===== src/rtl/instruction_fetch.sv =====
// Fetch stage feeding the RV32I datapath: PC sequencing, credit-limited memory
// requests, an in-order instruction queue and redirect/flush on taken branches.
module instruction_fetch #(
  parameter logic [31:0] RESET_PC = 32'h0000_0000,
  parameter int          DEPTH    = 4
) (
  input  logic        clk,
  input  logic        rst,
  output logic        imem_req_valid,
  output logic [31:0] imem_req_addr,
  input  logic        imem_req_ready,
  input  logic        imem_resp_valid,
  input  logic [31:0] imem_resp_data,
  output logic        inst_valid,
  output logic [31:0] inst,
  output logic [31:0] inst_pc,
  output logic [31:0] return_address,
  input  logic        inst_ready,
  input  logic        beq,
  input  logic        bneq,
  input  logic        bge,
  input  logic        blt,
  input  logic        jump,
  input  logic [31:0] branch_target,
  input  logic [31:0] jump_target,
  input  logic        halt,
  output logic        addr_misaligned
);

  localparam int              PW       = $clog2(DEPTH);
  localparam int              CW       = PW + 1;
  localparam logic [CW:0]     LP_DEPTH = (CW+1)'(DEPTH);

  typedef enum logic {S_FETCH, S_FLUSH} state_t;

  state_t        r_state;
  logic [31:0]   r_fetch_pc;
  logic [31:0]   r_resp_pc;
  logic [CW-1:0] r_count;
  logic [CW-1:0] r_outstanding;
  logic [CW-1:0] r_drop_cnt;
  logic [PW-1:0] r_wr_ptr;
  logic [PW-1:0] r_rd_ptr;
  logic          r_misaligned;
  logic [31:0]   r_q_inst [DEPTH];
  logic [31:0]   r_q_pc   [DEPTH];

  logic          w_redirect;
  logic [31:0]   w_target_raw;
  logic [31:0]   w_target;
  logic          w_credit_ok;
  logic          w_req_valid;
  logic          w_req_fire;
  logic          w_push;
  logic          w_pop;
  logic [CW-1:0] w_drop_next;
  logic [31:0]   w_head_pc;

  assign w_redirect   = jump | beq | bneq | bge | blt;
  assign w_target_raw = jump ? jump_target : branch_target;
  assign w_target     = {w_target_raw[31:2], 2'b00};

  // Credits count both queued and in-flight words, so every response has a slot.
  assign w_credit_ok  = ({1'b0, r_count} + {1'b0, r_outstanding}) < LP_DEPTH;
  assign w_req_valid  = !rst && (r_state == S_FETCH) && !halt && !w_redirect && w_credit_ok;
  assign w_req_fire   = w_req_valid && imem_req_ready;
  assign w_pop        = inst_valid && inst_ready;
  assign w_push       = imem_resp_valid && (r_state == S_FETCH) && !w_redirect;
  assign w_drop_next  = r_outstanding - CW'(imem_resp_valid);

  always_ff @(posedge clk or posedge rst) begin
    if (rst) begin
      r_state       <= S_FETCH;
      r_fetch_pc    <= RESET_PC;
      r_resp_pc     <= RESET_PC;
      r_count       <= '0;
      r_outstanding <= '0;
      r_drop_cnt    <= '0;
      r_wr_ptr      <= '0;
      r_rd_ptr      <= '0;
      r_misaligned  <= 1'b0;
    end else begin
      r_misaligned  <= w_redirect && (w_target_raw[1:0] != 2'b00);
      r_outstanding <= r_outstanding + CW'(w_req_fire) - CW'(imem_resp_valid);
      if (w_req_fire) begin
        r_fetch_pc <= r_fetch_pc + 32'd4;
      end
      case (r_state)
        S_FETCH: begin
          if (w_redirect) begin
            r_fetch_pc <= w_target;
            r_resp_pc  <= w_target;
            r_count    <= '0;
            r_wr_ptr   <= '0;
            r_rd_ptr   <= '0;
            r_drop_cnt <= w_drop_next;
            r_state    <= (w_drop_next != '0) ? S_FLUSH : S_FETCH;
          end else begin
            if (w_push) begin
              r_wr_ptr  <= r_wr_ptr + 1'b1;
              r_resp_pc <= r_resp_pc + 32'd4;
            end
            if (w_pop) begin
              r_rd_ptr <= r_rd_ptr + 1'b1;
            end
            r_count <= r_count + CW'(w_push) - CW'(w_pop);
          end
        end
        S_FLUSH: begin
          // Queue is already empty here; only the stale in-flight words remain.
          if (w_redirect) begin
            r_fetch_pc <= w_target;
            r_resp_pc  <= w_target;
          end
          if (imem_resp_valid) begin
            r_drop_cnt <= r_drop_cnt - 1'b1;
            if (r_drop_cnt == CW'(1)) begin
              r_state <= S_FETCH;
            end
          end
        end
        default: r_state <= S_FETCH;
      endcase
    end
  end

  always_ff @(posedge clk) begin
    if (w_push) begin
      r_q_inst[r_wr_ptr] <= imem_resp_data;
      r_q_pc[r_wr_ptr]   <= r_resp_pc;
    end
  end

  assign w_head_pc       = r_q_pc[r_rd_ptr];
  assign inst_valid      = (r_count != '0);
  assign inst            = inst_valid ? r_q_inst[r_rd_ptr] : 32'd0;
  assign inst_pc         = inst_valid ? w_head_pc : 32'd0;
  assign return_address  = inst_valid ? (w_head_pc + 32'd4) : 32'd0;
  assign imem_req_valid  = w_req_valid;
  assign imem_req_addr   = r_fetch_pc;
  assign addr_misaligned = r_misaligned;

endmodule


===== config.mk =====
export PLATFORM = sky130hd
export DESIGN_NAME = instruction_fetch
export DESIGN_NICKNAME = d
export VERILOG_FILES = /design/src/rtl/instruction_fetch.sv
export SDC_FILE = /design/constraint.sdc
export NUM_CORES = 1
export LEC_CHECK = 0
export CORE_UTILIZATION = 50
export DETAILED_ROUTE_END_ITERATION = 12
export PLACE_DENSITY = 0.75
export SLEW_MARGIN = 25
export SYNTH_ARGS = -nofsm -noshare
export SYNTH_HDL_FRONTEND = slang
export SYNTH_SLANG_ARGS = --single-unit

===== constraint.sdc =====
create_clock -name clk -period 4.1 [get_ports clk]
set_input_delay 1.025 -clock clk [delete_from_list [all_inputs] [get_ports clk]]
set_output_delay 1.025 -clock clk [all_outputs]
set_load 0.01 [all_outputs]

Yosys cells after proc, flatten, opt, wreduce, memory -nomap -nowiden
Memories as Yosys holds them, arrays and structs flattened.
Index checks and enable logic that the tools add are counted.
- add/sub/neg operators: 12
- order comparisons: 1
- eq/ne operators: 5
- multiplexer cells: 25
- bitwise gates (word level): 5
- reduce and logical (&&, ||, !) cells: 22
- operators by type and width (cell ; count):
    32-bit 2-to-1 mux ; 9
    32-bit by 3-bit adder with 32-bit output, second input constant ; 3
    32-bit case mux with 2 select lines ; 1
    1-bit logical AND ; 9
    3-bit 2-to-1 mux ; 3
    3-bit by 1-bit subtractor with 3-bit output ; 3
    2-bit 2-to-1 mux ; 4
    2-bit AND reduction ; 4
    2-bit nonzero test ; 4
    3-bit by 1-bit adder with 3-bit output ; 2
    1-bit 2-to-1 mux ; 6
    3-bit case mux with 2 select lines ; 1
    3-bit nonzero test ; 2
    2-bit by 1-bit adder with 2-bit output, second input constant ; 2
    3-bit by 3-bit adder with 4-bit output ; 1
    4-bit by 3-bit less-than comparator with 1-bit output, second input constant ; 1
    2-bit inequality test, second input constant ; 2
    1-bit bitwise OR ; 4
    3-bit by 1-bit equality test with 1-bit output, second input constant ; 1
    1-bit logical NOT ; 3
    3-bit inequality test, second input constant ; 1
    3-bit by 1-bit subtractor with 3-bit output, second input constant ; 1
    2-bit by 1-bit inequality test with 1-bit output, second input constant ; 1
    1-bit case mux with 2 select lines ; 1
    1-bit NOT ; 1
- bits in registers: 79
- memory bits (writable): 256
- bits of input ports: 107
- word-level logic and storage cells: 81
- memories: 2
- memories (memory ; depth ; bits a word ; rd ports ; clocked after memory_dff ; wr ports ; RTL line ; source):
    r_q_inst ; 4 ; 32 ; 1 ; 0 ; 1 ; 45 ; logic [31:0] r_q_inst [DEPTH];
    r_q_pc ; 4 ; 32 ; 1 ; 0 ; 1 ; 46 ; logic [31:0] r_q_pc [DEPTH];

Depth between registers and ports, before layout
Gate-level depths: netlist (run 1).
- word-level depth: 10
- gate-level depth with buffers: 15

Worst setup path after synthesis (run 1)
OpenSTA, ideal clock, no wires.
- path type: input-to-reg
- start point: input port jump
- end point: memory r_q_inst[0][0], enable pin
- library setup time: 427 ps
- arrival time: 3922 ps
- required time: 3673 ps
- path slack: -248 ps
- stages on the path: 6
- path buffers: 3
- cells stage by stage: buf_2 > or4_1 > buf_2 > nor3_2 > clkbuf_1 > and3_1
- word-level cells in the longest chain between the ends: 8
- RTL lines (item ; RTL line ; source):
    start: declaration ; 23 ; input logic jump,
    1-bit bitwise OR (4 in series) ; 59 ; assign w_redirect = jump | beq | bneq | bge | blt;
    1-bit logical NOT ; 68 ; assign w_push = imem_resp_valid && (r_state == S_FETCH) && !w_redirect;
    1-bit logical AND ; 68 ;
    1-bit 2-to-1 mux ; 128 ; if (w_push) begin
    1-bit 2-to-1 mux (not written as such) ; 129 ; r_q_inst[r_wr_ptr] <= imem_resp_data;
    end: declaration ; 45 ;
No other way between the ends.

Worst setup path in the final report (run 1)
- start point: register r_rd_ptr[0]
- end point: output port return_address[30]
- word-level cells in the longest chain between the ends: 3
- RTL lines (item ; RTL line ; source):
    start: declaration ; 43 ; logic [PW-1:0] r_rd_ptr;
    start signal: assignment ; 104 ; r_rd_ptr <= r_rd_ptr + 1'b1;
    memory 4 x 32 bit ; n/a ;
    32-bit by 3-bit adder with 32-bit output ; 138 ; assign return_address = inst_valid ? (w_head_pc + 32'd4) : 32'd0;
    32-bit 2-to-1 mux ; 138 ;
    end: declaration ; 17 ; output logic [31:0] return_address,
No other way between the ends.

==> reports/metrics.cfg, run 1 <==
[outcome]
status = complete, but fails checks
violations = negative setup slack

[grt]
grt_max_degree = 63
grt_pass1_vias = 10700
antenna_found_initial = 0
grt_usage = 0.249
grt_overflow_total = 0
grt_pass1_wl_mm = 59.4

[sta]
slew_violations = 0
rsz0062_at_grt = true
hold-worst-slack_ns = 0.561
hold_viol = 0
final-setup-viol-count = 6
fmax_ghz = 0.237
worstMarginPinSlew_ns = 0.979
setup_ws_ns = -0.113
max_slew_margin = 0.345
post-route-min-period_ns = 4.21
fin_crit_sh = 1.03
skew_ns = 0.0146

[synth]
synth_top_family_by_area = multiplexers
synth_area_per_cell_sq_um = 14.0
synthSimpleGateAreaFrac = 0.121
synthTopCellsByArea = edfxtp_1 (49%), dfrtp_1 (12%), mux4_2 (9.1%), and2_1 (2.7%), mux2_2 (2.0%)
synth_xor_area_frac = 0.0215
yosys_warnings = 0
synth_seq_cells = 323
synth_compound_area_frac = 0.0660
async_flop_share = 0.232
ys_seq_area_frac = 0.618
syn_area_sq_mm = 0.0151
synth_top_area_frac = 0.494
yosysTopAreaCell = edfxtp_1
synth_mux_area_frac = 0.128
yosysMostFrequentCell = edfxtp_1
synthFlopType = edfxtp_1
yosys-top-cells-count = edfxtp_1 (248), dfrtp_1 (75), and2_1 (65)
yosysUniqueCellTypes = 70
synth-edff-count = 248
synth_cells = 1080
synthAdderAreaFrac = 0.0168

[critical_path]
cp.arrival_ns = 3.19
cp_top_family = simple AND/OR/NAND/NOR gates
startpoint_type = flop
required_ns = 3.07
crit_chain = mux4_2, ha_4, nand3_4, or4_4, buf_8, buf_6, nor4_4, mux2_4, buf_6
critPathMaxStageDelay_ns = 0.61
reg2regPathDepth = 13
crit_fanout = 5
crit_path_top_delay_cell = or4_4
crit_top_cell = buf_6
worstSetupEndpointType = primary output
criticalPathCategory = reg2out
critical_path_buf_inv_count = 3
cp.depth = 9

[hold_path]
hold_path.class = reg2reg
holdPathStages = 1

[clock_network]
cts.sinks = 323
holdBufCountCts = 0
cts-root-buf = clkbuf_16
cts_max_level = 2
clk_latency_ns = 0.51
clkTransAtPathRegs_ns = 0.06
clk_path_buf_depth = 3
numCtsBuffers = 34
cts_tree = built

[placement]
dp_hpwl_mm = 24.9
dpl_cell_area_sq_mm = 0.0183
port_buffers = 231
place.gp.congestion = 0.863

[drt]
viasPerCell = 5.94
met1Wirelength_mm = 16.4
antenna_left = 0
highest_layer = met4
wl_met3_mm = 3.09
wl_mm = 37.8
met2_length_mm = 17.9
drtIter0Drc = 862
wire_per_inst_um = 21.2
firstDrtPassIters = 5
vias = 10600
remaining_drc_errors = 0

[floorplanning]
die_w_um = 176
die_y_um = 176
die_area_sq_mm = 0.0309
num_rows = 63
core-area_sq_mm = 0.0296
initial_utilization = 0.509
io_pins = 238

[power]
p_per_area_mw_per_mm2 = 492
ir_drop_mv = 0.254
p_leak_nw = 7.08
power_mw = 9.73

[layout]
area_delta_synth_final_pct = 31.1
fin_area_sq_mm = 0.0198
antennaDiodeCount = 0
nets = 1498
final_layout_size_suffix_gt1_frac = 0.210

[flow_run]
cap_violations = 0

==> logic make-up (layout without fill, tap and decap cells) <==
group / Yosys count / count (layout)
other: 1 / 6
buffers and inverters: 99 / 411
AND/OR/NAND/NOR: 339 / 339
XOR/XNOR: 37 / 37
flip-flops: 323 / 323
multiplexers: 111 / 111
adder cells (fa/ha/maj): 19 / 19
AO/OA/AOI/OAI: 151 / 151
==> path summary, 6_finish.rpt <==
| check | startpoint | end | slack [ns] |
|---|---|---|---|
| min in group asynchronous | rst | imem_req_addr[2]$_DFFE_PP0P_ | 0.97 |
| max in group asynchronous | rst | imem_req_addr[23]$_DFFE_PP0P_ | 2.45 |
| worst min register to register | r_count[2]$_DFFE_PP0N_ | r_count[2]$_DFFE_PP0N_ | 0.56 |
| worst max register to register | r_count[1]$_DFFE_PP0N_ | r_count[2]$_DFFE_PP0N_ | 0.79 |
| worst max-delay path | r_rd_ptr[0]$_DFFE_PP0P_ | return_address[30] | -0.11 |
| worst min-delay path | r_count[2]$_DFFE_PP0N_ | r_count[2]$_DFFE_PP0N_ | 0.56 |
==> cell usage in the layout (no fill, tap or decap), types with 9 or more instances in the layout <==
master and count:
and2_1 65, nand2_1 56, buf_4 70, ha_1 16
clkdlybuf4s50_1 204, edfxtp_1 248, xor2_1 16, nor4_1 15
mux2i_1 21, nand4_1 24, mux4_2 62, dfrtp_1 73
nor3_1 12, mux2_2 22, buf_6 9, inv_1 30
a21oi_1 33, xnor2_1 20, nand3_1 39, clkbuf_16 37
nor2_1 57, buf_12 10, o21ai_0 38, and3_1 18
==> sequential cells by signal (all words and copies together), names as in the netlist, 3 cells and up <==
signal         flops
r_count            3
r_resp_pc         30
r_q_inst         128
imem_req_addr     30
r_drop_cnt         3
r_q_pc           120
r_outstanding      3
==> report_power, final <==
part           switching [mW]  total (mW)  internal, mW  leakage [nW]
combinational            1.34        2.72          1.38          3.42
sequential              0.171        3.82          3.65          3.11
clock                    1.25        3.19          1.94         0.556
total                    2.76        9.73          6.97          7.08
==> area by class of cell <==
type | instances | area (sq um)
inverter | 33 | 128
fill | 2065 | 9870
timing repair buffer | 317 | 3110
sequential | 323 | 9330
multi-input combinational | 663 | 5540
clock inverter | 17 | 200
tap | 390 | 488
clock buffer | 44 | 972
==> per-stage QoR <==
step                 util  instances  setup slack [ns]  setup TNS, ns
CTS                 0.664       1785            -0.112         -0.764
global placement    0.616       1711            0.0452              0
floorplan               -       1085             0.261              0
detailed placement  0.616       1711          -0.00318       -0.00456
finish              0.667       1787            -0.113         -0.292
global route        0.667       1787            -0.208          -1.14
==> what timing repair did <==
action,CTS,global route
cloned,2,0
resized for setup,91,41
pin swaps,12,10
endpoints found under the setup margin,20,43
buffers inserted,11,3
==> worst reg2reg max path, stage by stage, from the launching register on <==
cell and delay [ns]:
dfrtp_1 0.48, nor3_2 0.20, buf_4 0.17, clkinvlp_4 0.43, and2_1 0.43, ha_1 0.31, inv_1 0.06, ha_1 0.13
inv_1 0.05, fa_1 0.39, xor2_1 0.18, nor2_1 0.06, o21ai_0 0.18, o21ai_0 0.11
==> layer usage <==
metal,track usage,vias up
met5,0,-
met4,0.0540,0
met3,0.0437,48
met2,0.397,569
met1,0.359,5247
li1,-,4744
(Power assumes the default switching activity.)
==> inputs of run 2 (changes only) <==
--- a/config.mk
+++ b/config.mk
@@ -6,6 +6,7 @@
 export NUM_CORES = 1
 export LEC_CHECK = 0
 export CORE_UTILIZATION = 50
+export CTS_BUF_LIST = sky130_fd_sc_hd__clkbuf_8
 export DETAILED_ROUTE_END_ITERATION = 12
 export PLACE_DENSITY = 0.75
 export SLEW_MARGIN = 25
==> run 2 against run 1 <==
  * The run still ends with negative setup slack left
  * First-iteration DRC count decreased by 5.3%
  * Worst setup slack got worse by 0.069 ns
  * Non-clock buffer count increased by 7
  * Via count increased by 0.16%
  * Critical path depth unchanged
  * Core utilization decreased by 0.52 points
  * Clock skew increased by 0.0049 ns
  * Cell count increased by 2.4%
==> reports/metrics.cfg, run 2 (synthesized netlist as in run 1, its figures left out) <==
[grt]
grt_usage = 0.248  ; -0.000854
antenna_found_initial = 0  ; unchanged
grt_pass1_vias = 10700  ; +0.25%
grt_overflow_total = 0  ; unchanged
grt_max_degree = 63  ; unchanged
grt_pass1_wl_mm = 59.1  ; -0.40%

[sta]
hold_viol = 0  ; unchanged
max_slew_margin = 0.344  ; -0.00138
post-route-min-period_ns = 4.28  ; +0.0693 ns
worstMarginPinSlew_ns = 0.981  ; +0.00207 ns
hold-worst-slack_ns = 0.556  ; -0.00536 ns
slew_violations = 0  ; unchanged
setup_ws_ns = -0.183  ; -0.0693 ns
rsz0062_at_grt = true
skew_ns = 0.0195  ; +0.00486 ns
fmax_ghz = 0.233  ; -1.6%
final-setup-viol-count = 10  ; +4
fin_crit_sh = 1.04  ; +0.0169

[critical_path]
timing.rr.start = r_count[1]$_DFFE_PP0N_
critPathMaxStageDelay_ns = 0.55  ; -0.06 ns
cp.arrival_ns = 3.26  ; +0.07 ns
reg2regPathDepth = 13  ; unchanged
cp_top_family = simple AND/OR/NAND/NOR gates
worstSetupEndpointType = primary output
critical_path_buf_inv_count = 4  ; +1
crit_path_top_delay_cell = dfrtp_4
crit_top_cell = buf_4
required_ns = 3.07  ; about the same
startpoint_type = flop
cp-endpoint = return_address[29]
criticalPathCategory = reg2out
crit_chain = buf_12, mux4_2, buf_4, nand4_1, buf_4, or3_4, or4_4, a21oi_4, buf_2
cp.depth = 9  ; unchanged
r2r-end = r_count[2]$_DFFE_PP0N_
crit_path_start = r_rd_ptr[0]$_DFFE_PP0P_
crit_fanout = 8  ; +3
reg2reg_slack_ns = 0.48  ; -0.31 ns

[layout]
nets = 1523  ; +1.7%
final_layout_size_suffix_gt1_frac = 0.222  ; +0.0119
register_area_sq_mm = 0.00933  ; unchanged
utilization = 0.662  ; -0.00515
final_common_cell = edfxtp_1
largest_register = r_q_inst
largest_register_ffs = 128  ; unchanged
area_delta_synth_final_pct = 30.1
num-fill-cells = 2086  ; +1.0%
final_cell_mix = edfxtp_1 (248), clkdlybuf4s50_1 (204), buf_4 (76), dfrtp_1 (73), and2_1 (64)
antennaDiodeCount = 0  ; unchanged
layout.cells.non_filler = 1829  ; +2.4%
reg_top3 = r_q_inst: 128 flops, r_q_pc: 120 flops
multi_input_area_sq_mm = 0.00556  ; +0.36%

[power]
switching_share = 0.305  ; +0.0216
ir_drop_mv = 0.214  ; -16%
p_switching_mw = 2.79  ; +1.2%
intPower_mw = 6.36  ; -8.8%
pwr-share-seq = 0.418  ; +0.025
p_leak_nw = 7.03  ; -0.79%
clockPowerShare = 0.283  ; -0.045
power_mw = 9.15  ; -6.0%
p_per_area_mw_per_mm2 = 466  ; -5.2%
p_comb_frac = 0.299  ; +0.019

[drt]
antenna_left = 0  ; unchanged
vias = 10600  ; +0.16%
drtIter0Drc = 816  ; -5.3%
wire_per_inst_um = 20.7  ; -2.3%
viasPerCell = 5.81  ; -2.1%
wl_mm = 37.8  ; about the same
remaining_drc_errors = 0  ; unchanged
firstDrtPassIters = 5  ; unchanged

[clock_network]
cts_tree = built
clkTransAtPathRegs_ns = 0.06  ; about the same
numCtsBuffers = 51  ; +50%
clk_path_buf_depth = 3  ; unchanged
clk_latency_ns = 0.57  ; +0.06 ns
cts_max_level = 2  ; unchanged
cts-root-buf = clkbuf_8
cts.sinks = 323  ; unchanged

[floorplanning]
die_area_sq_mm = 0.0309  ; unchanged
die_y_um = 176  ; unchanged
core-area_sq_mm = 0.0296  ; unchanged
num_rows = 63  ; unchanged
initial_utilization = 0.509  ; unchanged
die_w_um = 176  ; unchanged
io_pins = 238  ; unchanged

[placement]
placed_cells = 1711  ; unchanged
port_buffers = 231  ; unchanged
dp_hpwl_mm = 24.9  ; unchanged
place.gp.congestion = 0.863  ; unchanged

[outcome]
violations = negative setup slack
status = complete, but fails checks

[flow_run]
cap_violations = 0  ; unchanged

[hold_path]
hold_path.class = reg2reg

==> run 2: what timing repair did <==
action / 4_1_cts / 5_1_grt
pin swaps: 14 / 6
endpoints found under the setup margin: 49 / 22
resized for setup: 127 / 15
hold buffers: 0 / 0
gates cloned: 2 / 1
buffers inserted: 14 / 6
==> run 2: cell type report <==
| cell class | instances | area share |
|---|---|---|
| multi-input combinational | 663 | 0.284 |
| timing repair buffer | 324 | 0.160 |
| clock buffer | 53 | 0.0372 |
| timing repair inverter | 1 | 0.000255 |
| tap | 390 | 0.0249 |
| sequential | 323 | 0.476 |
| clock inverter | 42 | 0.0121 |
| inverter | 33 | 0.00651 |
==> run 2: power groups by stage <==
stage / combinational (mW) / sequential [mW] / clock, mW
final: 2.74 / 3.82 / 2.59
after global routing: 2.93 / 3.84 / 2.78
after CTS: 2.70 / 3.82 / 2.64
after detailed placement: 2.71 / 3.88 / 0
after global placement: 2.67 / 3.87 / 0
after floorplan: 1.23 / 3.84 / 0
==> run 2: worst min path at each step <==
stage | from | endpoint | cells past startpoint
floorplan | r_count[2]$_DFFE_PP0N_ | r_count[2]$_DFFE_PP0N_ | 1
global placement | imem_req_addr[31]$_DFFE_PP0P_ | imem_req_addr[31]$_DFFE_PP0P_ | 2
detailed placement | imem_req_addr[31]$_DFFE_PP0P_ | imem_req_addr[31]$_DFFE_PP0P_ | 2
CTS | imem_req_addr[31]$_DFFE_PP0P_ | imem_req_addr[31]$_DFFE_PP0P_ | 2
global route | r_wr_ptr[1]$_DFFE_PP0P_ | r_wr_ptr[1]$_DFFE_PP0P_ | 1
finish | r_wr_ptr[1]$_DFFE_PP0P_ | r_wr_ptr[1]$_DFFE_PP0P_ | 1
==> run 2: stage by stage <==
stage	area [sq um]	worst slack, ns	setup TNS [ns]
after floorplan	15100	0.261	0
after global placement	18300	0.0452	0
after detailed placement	18300	-0.00318	-0.00456
after CTS	19500	-0.196	-1.03
after global routing	19600	-0.299	-2.68
final	19600	-0.183	-1.16
==> run 2: routing by layer <==
metal | GRT usage | wire (um)
met5 | 0 | 0
met2 | 0.392 | 17500
met1 | 0.355 | 16300
met4 | 0.0554 | 522
met3 | 0.0504 | 3470
